### src/rtl/seq_divider.sv
// seq_divider: radix-2 restoring divider, 64b dividend / 32b divisor -> 32b quotient + 32b remainder.
// Latency: 34 cycles from acceptance to out_valid (1 cycle for divide-by-zero / early overflow).
// Backpressure: single operation in flight; in_ready low while busy, result held until out_ready.
//
// Ports:
//   clk, rst_n              clock (rising edge), asynchronous active-low reset
//   in_valid / in_ready     operand handshake; in_ready is high only in IDLE
//   dividend[63:0]          dividend
//   divisor[31:0]           divisor
//   out_valid / out_ready   result handshake; out_valid held until out_ready
//   quotient[31:0]          truncated quotient
//   remainder[31:0]         remainder (sign follows the dividend in the signed build)
//   div_zero, ovf           divisor was zero / quotient does not fit in 32 bits
//
// Build option: define SEQ_DIVIDER_SIGNED_EN for two's-complement operands;
// without it, operands are treated as unsigned.

module seq_divider #(
  parameter int ITER = 32
) (
  input  logic        clk,
  input  logic        rst_n,
  input  logic        in_valid,
  output logic        in_ready,
  input  logic [63:0] dividend,
  input  logic [31:0] divisor,
  output logic        out_valid,
  input  logic        out_ready,
  output logic [31:0] quotient,
  output logic [31:0] remainder,
  output logic        div_zero,
  output logic        ovf
);

  typedef enum logic [1:0] {IDLE, CALC, FIX, DONE} state_t;

  localparam int              CW   = $clog2(ITER);
  localparam logic [CW-1:0]   LAST = CW'(ITER - 1);

`ifdef SEQ_DIVIDER_SIGNED_EN
  localparam logic [31:0] OVF_QUO = 32'h8000_0000;
`else
  localparam logic [31:0] OVF_QUO = 32'hFFFF_FFFF;
`endif

  state_t         state_q, state_d;
  logic [CW-1:0]  cnt_q, cnt_d;
  // rem: partial remainder (always < divisor, so 32 bits hold it between steps)
  // quo: low dividend word shifting out the top while quotient bits shift in below
  logic [31:0]    rem_q, rem_d;
  logic [31:0]    quo_q, quo_d;
  logic [31:0]    dvs_q, dvs_d;
  logic [31:0]    quotient_q, quotient_d;
  logic [31:0]    remainder_q, remainder_d;
  logic           div_zero_q, div_zero_d;
  logic           ovf_q, ovf_d;
  logic           out_valid_q, out_valid_d;
`ifdef SEQ_DIVIDER_SIGNED_EN
  // Result sign flags: quotient negative if operand signs differ, remainder follows dividend.
  logic           neg_quo_q, neg_quo_d;
  logic           neg_rem_q, neg_rem_d;
`endif

  logic [63:0]    mag_dvd;
  logic [31:0]    mag_dvs;
  logic [32:0]    shifted;
  logic           ge;

  always_comb begin
`ifdef SEQ_DIVIDER_SIGNED_EN
    mag_dvd = dividend[63] ? (~dividend + 64'd1) : dividend;
    mag_dvs = divisor[31]  ? (~divisor + 32'd1)  : divisor;
`else
    mag_dvd = dividend;
    mag_dvs = divisor;
`endif
    // One restoring step: bring in the next dividend bit, then trial-subtract.
    shifted = {rem_q, quo_q[31]};
    ge      = (shifted >= {1'b0, dvs_q});
  end

  always_comb begin
    state_d     = state_q;
    cnt_d       = cnt_q;
    rem_d       = rem_q;
    quo_d       = quo_q;
    dvs_d       = dvs_q;
    quotient_d  = quotient_q;
    remainder_d = remainder_q;
    div_zero_d  = div_zero_q;
    ovf_d       = ovf_q;
    out_valid_d = 1'b0;
`ifdef SEQ_DIVIDER_SIGNED_EN
    neg_quo_d   = neg_quo_q;
    neg_rem_d   = neg_rem_q;
`endif

    case (state_q)
      IDLE: begin
        if (in_valid) begin
          if (divisor == 32'd0) begin
            state_d     = DONE;
            div_zero_d  = 1'b1;
            ovf_d       = 1'b0;
            quotient_d  = 32'hFFFF_FFFF;
            remainder_d = dividend[31:0];
          end else if (mag_dvd[63:32] >= mag_dvs) begin
            // High word already >= divisor: quotient cannot fit, skip iteration.
            state_d     = DONE;
            div_zero_d  = 1'b0;
            ovf_d       = 1'b1;
            quotient_d  = OVF_QUO;
            remainder_d = 32'd0;
          end else begin
            state_d = CALC;
            cnt_d   = '0;
            rem_d   = mag_dvd[63:32];
            quo_d   = mag_dvd[31:0];
            dvs_d   = mag_dvs;
`ifdef SEQ_DIVIDER_SIGNED_EN
            neg_quo_d = dividend[63] ^ divisor[31];
            neg_rem_d = dividend[63];
`endif
          end
        end
      end

      CALC: begin
        // When ge, shifted - dvs < dvs, so the low 32 bits of the difference are exact.
        rem_d = ge ? (shifted[31:0] - dvs_q) : shifted[31:0];
        quo_d = {quo_q[30:0], ge};
        cnt_d = cnt_q + CW'(1);
        if (cnt_q == LAST) begin
          state_d = FIX;
        end
      end

      FIX: begin
        state_d    = DONE;
        div_zero_d = 1'b0;
`ifdef SEQ_DIVIDER_SIGNED_EN
        // Magnitude may be 2^31 only when the result is negative.
        if (neg_quo_q ? (quo_q > 32'h8000_0000) : (quo_q > 32'h7FFF_FFFF)) begin
          ovf_d       = 1'b1;
          quotient_d  = 32'h8000_0000;
          remainder_d = 32'd0;
        end else begin
          ovf_d       = 1'b0;
          quotient_d  = neg_quo_q ? (~quo_q + 32'd1) : quo_q;
          remainder_d = neg_rem_q ? (~rem_q + 32'd1) : rem_q;
        end
`else
        ovf_d       = 1'b0;
        quotient_d  = quo_q;
        remainder_d = rem_q;
`endif
      end

      DONE: begin
        // out_valid rises one cycle after entering DONE and drops on the accepting edge.
        if (out_valid_q && out_ready) begin
          state_d     = IDLE;
          out_valid_d = 1'b0;
        end else begin
          out_valid_d = 1'b1;
        end
      end

      default: state_d = IDLE;
    endcase
  end

  always_ff @(posedge clk or negedge rst_n) begin
    if (!rst_n) begin
      state_q     <= IDLE;
      cnt_q       <= '0;
      rem_q       <= '0;
      quo_q       <= '0;
      dvs_q       <= '0;
      quotient_q  <= '0;
      remainder_q <= '0;
      div_zero_q  <= 1'b0;
      ovf_q       <= 1'b0;
      out_valid_q <= 1'b0;
`ifdef SEQ_DIVIDER_SIGNED_EN
      neg_quo_q   <= 1'b0;
      neg_rem_q   <= 1'b0;
`endif
    end else begin
      state_q     <= state_d;
      cnt_q       <= cnt_d;
      rem_q       <= rem_d;
      quo_q       <= quo_d;
      dvs_q       <= dvs_d;
      quotient_q  <= quotient_d;
      remainder_q <= remainder_d;
      div_zero_q  <= div_zero_d;
      ovf_q       <= ovf_d;
      out_valid_q <= out_valid_d;
`ifdef SEQ_DIVIDER_SIGNED_EN
      neg_quo_q   <= neg_quo_d;
      neg_rem_q   <= neg_rem_d;
`endif
    end
  end

  assign in_ready  = (state_q == IDLE);
  assign out_valid = out_valid_q;
  assign quotient  = quotient_q;
  assign remainder = remainder_q;
  assign div_zero  = div_zero_q;
  assign ovf       = ovf_q;

endmodule
### config.mk
export PLATFORM = sky130hd
export DESIGN_NAME = seq_divider
export DESIGN_NICKNAME = d
export VERILOG_FILES = /design/src/rtl/seq_divider.sv
export SDC_FILE = /design/constraint.sdc
export NUM_CORES = 1
export LEC_CHECK = 0
export CAP_MARGIN = 20
export CORE_ASPECT_RATIO = 1.2
export CORE_MARGIN = 1
export CORE_UTILIZATION = 50
export CTS_BUF_LIST = sky130_fd_sc_hd__clkbuf_8
export CTS_CLUSTER_DIAMETER = 30
export DETAILED_ROUTE_END_ITERATION = 8
export PLACE_DENSITY = 0.84
export SYNTH_ARGS = -nofsm -noshare
export SYNTH_HDL_FRONTEND = slang
export SYNTH_SLANG_ARGS = --single-unit
### constraint.sdc
create_clock -name clk -period 2.52 [get_ports clk]
set_input_delay 0.252 -clock clk [delete_from_list [all_inputs] [get_ports clk]]
set_output_delay 0.252 -clock clk [all_outputs]
set_load 0.1 [all_outputs]
Word-level counts from Yosys, hierarchy flattened:

Cells that the tools add are included.

* register bits: 170
* logic and storage cells: 72
* input bits: 100

* reductions and logical operators: 9
* eq/ne operators: 10
* order comparisons: 2
* bitwise operators: 2
* mux-type cells: 37
* add/subtract/negate cells: 2

Operators by type and width (number)
* two-way mux 32 bit: 13
* case mux 32 bit (2 select lines): 4
* greater-or-equal comparator 33 x 32 -> 1 bit: 1
* greater-or-equal comparator 32 bit: 1
* zero test 32 bit: 1
* subtractor 32 bit: 1
* two-way mux 5 bit: 3
* two-way mux 2 bit: 5
* inequality test 2 bit, second input constant: 5
* case mux 5 bit (2 select lines): 1
* two-way mux 1 bit: 8
* case mux 2 bit (4 select lines): 1
* AND reduction 4 bit: 2
* AND reduction 3 bit: 2
* adder 5 x 1 -> 5 bit, second input constant: 1
* equality test 5 bit, second input constant: 1
* equality test 2 bit, second input constant: 2
* case mux 1 bit (2 select lines): 2
* nonzero test 2 bit: 2
* inequality test 3 x 1 -> 1 bit, second input constant: 1
* equality test 2 x 1 -> 1 bit, second input constant: 1
* zero test 2 bit: 1
* NOT 1 bit: 2
* logical AND 1 bit: 1

Longest topological paths before layout:

* depth after elaboration: 5
* depth in mapped cells: 14

Least setup slack after synthesis:

Ideal clock, no wire load.

* path kind: reg2reg
* start point: register state_q[0]
* end point: register rem_q[25]
* buffers on the path: 1
* path slack: -0.864 ns
* period minus slack after synthesis: 3.384 ns
* cell stages (with the launch flop): 12
* data arrival time: 3.265 ns
* setup time: 0.120 ns
* cells stage by stage: dfrtp_1 -> inv_1 -> ha_1 -> inv_1 -> a2111oi_1 -> o211a_1 -> and4_1 -> buf_4 -> nand2b_4 -> nand2_4 -> or3_1 -> and3_1

* longest elaborated chain between the ends: 3

RTL lines
* start, declared: RTL line 46 `state_t state_q, state_d;`
* start signal, assigned: RTL line 190 `state_q <= state_d;`
* zero test 2 bit (*)
* named net in_ready: RTL line 24 `output logic in_ready,`
* inequality test 2 bit (no line) / nonzero test 2 bit (equally long branches)
* AND reduction 4 bit (no line)
* end signal, assigned: RTL line 192 `rem_q <= rem_d;`
* end, declared: RTL line 50 `logic [31:0] rem_q, rem_d;`

Mark *: on every way through the listed nets, which the timed path passes. The rest lies on a longest branch.
A chain may end at the register's enable or synchronous reset.

Worst setup path after layout:

* start point: register rem_q[4]
* end point: register rem_q[30]

* longest elaborated chain between the ends: 3

RTL lines
* subtractor 32 bit / greater-or-equal comparator 33 x 32 -> 1 bit (equally long branches): RTL line 130, 79
* two-way mux 32 bit (*): RTL line 130 `rem_d = ge ? (shifted[31:0] - dvs_q) : shifted[31:0];`
* case mux 32 bit (2 select lines) (*): RTL line 98 `case (state_q)`

Every way passes the cells marked *; elsewhere a longest branch is shown, timed or not.

==> impl_results.md <==
- Top_reg_cell synth: dfrtp_1
- Commonest non-fill, non-tap cell in the layout: buf_4
- Post-route setup slack: -0.509 ns
- Hold crit path type: input pin to flip-flop
- Place WS: -1.23 ns
- Vias in the first global route: 11717
- Placeable Area: 0.0211 mm^2
- Synth warn: 0
- Post-DP HPWL: 25500 um
- Rel. slew slack: 66.0%
- RR Endpoint: rem_q[30]
- Row Count: 58
- Netlist cell types: 57
- I/O Buffers: 167
- Post-synth EDFFs: 0
- DRC marker count from the first detailed-route iteration: 1129
- H-tree levels: 4
- Vias: 11888
- Clk sinks: 170
- Worst hold slack: 0.126 ns
- Post-synth ARST share: 100%
- Io pins: 168
- Area of the mapped netlist: 0.0108 mm^2
- Final hold violations: 0
- Commonest non-fill, non-tap cells in the layout: 309 x buf_4, 174 x nand2_1, 169 x dfrtp_1, 116 x a21oi_1, 110 x o21ai_0
- Critical Path AT: 3.38 ns
- DRT Pass-1 Iters: 6
- Yosys reg bits: 170
- First-pass GRT wire length: 59600 um
- Share of cells above drive strength 1: 35.4%
- Longest Clk Path Bufs: 2
- DRC: 0
- Min Clock Period, post-route: 3.03 ns
- Worst-path clk slew: 0.11 ns
- Crit path max fanout: 4
- Area growth syn-to-layout: 51.5%
- Maximum clock frequency: 330 MHz
- Die H: 163 um
- Total wire length: 41600 um
- Reg-to-reg startpoint: rem_q[4]
- Die area: 0.0222 mm^2
- Element type at the critical path start: flip-flop
- Mean post-synth cell area: 8.52 um^2
- Tcrit/Tclk final: 120%
- Crit path capture: rem_q[30]
- Data required time of the critical path: 2.87 ns
- Sequential share of the synthesized area: 39.3%
- Max cap viols: 0
- Total gr overflow: 0
- CTS buffer count: 17
- # setup viols final: 117
- Gpl congestion: 0.960
- CTS tree: built
- Routed Antenna Nets: 0
- RSZ-0062 raised after global routing: yes
- Failing checks: negative setup slack
- Chip width: 136 um
- Setup CP Type: flip-flop to flip-flop
- Routed wire per std cell: 21.3 um
- Synth Instances: 1271
- Initial antenna violation count: 1
- Largest net degree at the start of global routing: 100
- Mapped Nets: 1442
- Worst setup startpoint: rem_q[4]
- Clk_skew: 0.0209 ns
- Initial Utilization: 51.3%
- Clk_lat worst skew: 0.49 ns
- Max Slew Vio Count: 0
- Root Buffer: clkbuf_8
- Worst Tran Pin Value: 0.504 ns
- Reg2Reg Depth: 10
- Status: finished with violations
- Routed vias/inst: 6.08
- Total global-route track usage: 34.7%
- Setup slack, reg-to-reg: -0.51 ns
- Final net count: 1842
- CP endpoint kind: flip-flop
state kept, by name, summed over array words and instances, names as in the netlist:
register / cells
div_zero: 1
state_q: 2
quo_q: 32
quotient: 32
rem_q: 32
ovf: 1
dvs_q: 32
out_valid: 1
cnt_q: 5
remainder: 32
kinds of logic (layout without fill, tap and decap cells):
logic type | Yosys count | count (layout) | synth area share, %
simple gates | 393 | 393 | 16.4
compound gates | 371 | 371 | 19.7
flops | 170 | 170 | 39.3
buf+inv | 156 | 569 | 6.22
mux | 82 | 82 | 7.92
fa+ha+maj | 71 | 71 | 8.28
xor+xnor | 28 | 28 | 2.27
other cells | 0 | 1 | 0
area by class of cell:
class | instances | area [um^2]
clock buffers | 18 | 248
inverters | 75 | 284
repair buffers | 462 | 4210
well taps | 270 | 338
flip-flops and latches | 170 | 4260
multi-input cells | 945 | 6900
clock inverters | 14 | 154
fillers | 1241 | 4720
diodes | 1 | 2.50
routing by layer:
layer  global-route usage [%]  vias to the layer above  share of wire, %
li1                         -                     5247                 -
met1                     40.8                     5663                37
met2                     59.3                      746                49
met3                     6.86                      230               8.2
met4                     18.5                        2               6.2
met5                        0                        -             0.029
synth_stat cells (12+ instances only):
| master | number | area [um^2] |
|---|---|---|
| dfrtp_1 | 170 | 4250 |
| nand4_1 | 21 | 131 |
| o22ai_1 | 32 | 200 |
| nor4_1 | 12 | 75.1 |
| o21a_1 | 12 | 90.1 |
| o21ai_0 | 129 | 646 |
| nand3_1 | 14 | 70.1 |
| inv_1 | 75 | 282 |
| a21oi_1 | 136 | 681 |
| ha_1 | 70 | 876 |
| mux2i_1 | 53 | 531 |
| xor2_1 | 17 | 149 |
| mux2_2 | 29 | 327 |
| nor2b_1 | 38 | 238 |
| nor2_1 | 95 | 357 |
| nand2_1 | 182 | 683 |
| clkbuf_1 | 31 | 116 |
| buf_2 | 37 | 185 |
worst max-delay path, stage by stage (launching register included):
cell and delay [ns]:
dfrtp_1 0.42, ha_1 0.38, nand4_1 0.18, o211ai_1 0.41, o31ai_2 0.13, nor4_1 0.33
a311oi_1 0.11, a311oi_2 0.34, a311oi_2 0.17, xor2_1 0.28, o22ai_1 0.13
timing repair:
item	CTS	global route
setup endpoints to repair	166	100
pin swaps	63	23
hold endpoints to repair	46	0
hold buffers	1	0
gates cloned	10	5
resized for setup	203	84
setup buffers	35	6
worst min-delay path by stage:
stage,startpoint,endpoint,slack (ns),cells past startpoint
floorplan,rst_n,cnt_q[0],-0.04,0
global placement,rst_n,dvs_q[28],0.22,1
detailed placement,rst_n,dvs_q[28],0.23,1
CTS,divisor[28],dvs_q[28],0.22,4
global route,divisor[13],dvs_q[13],0.15,4
finish,divisor[13],dvs_q[13],0.13,4
per-stage QoR:
step	TNS, ns	cells	utilization (%)	area (um^2)
finish	-17.91	1955	77.6	16400
global route	-17.86	1954	77.6	16400
CTS	-3.42	1944	75.3	15900
detailed placement	-124.50	1866	67.7	14300
global placement	-115.51	1866	67.7	14300
floorplan	-0.336	1271	-	10900
Power is left out: the tool's default activity adds up to more than one toggle a clock period on the data nets, which glitch-free logic cannot reach.
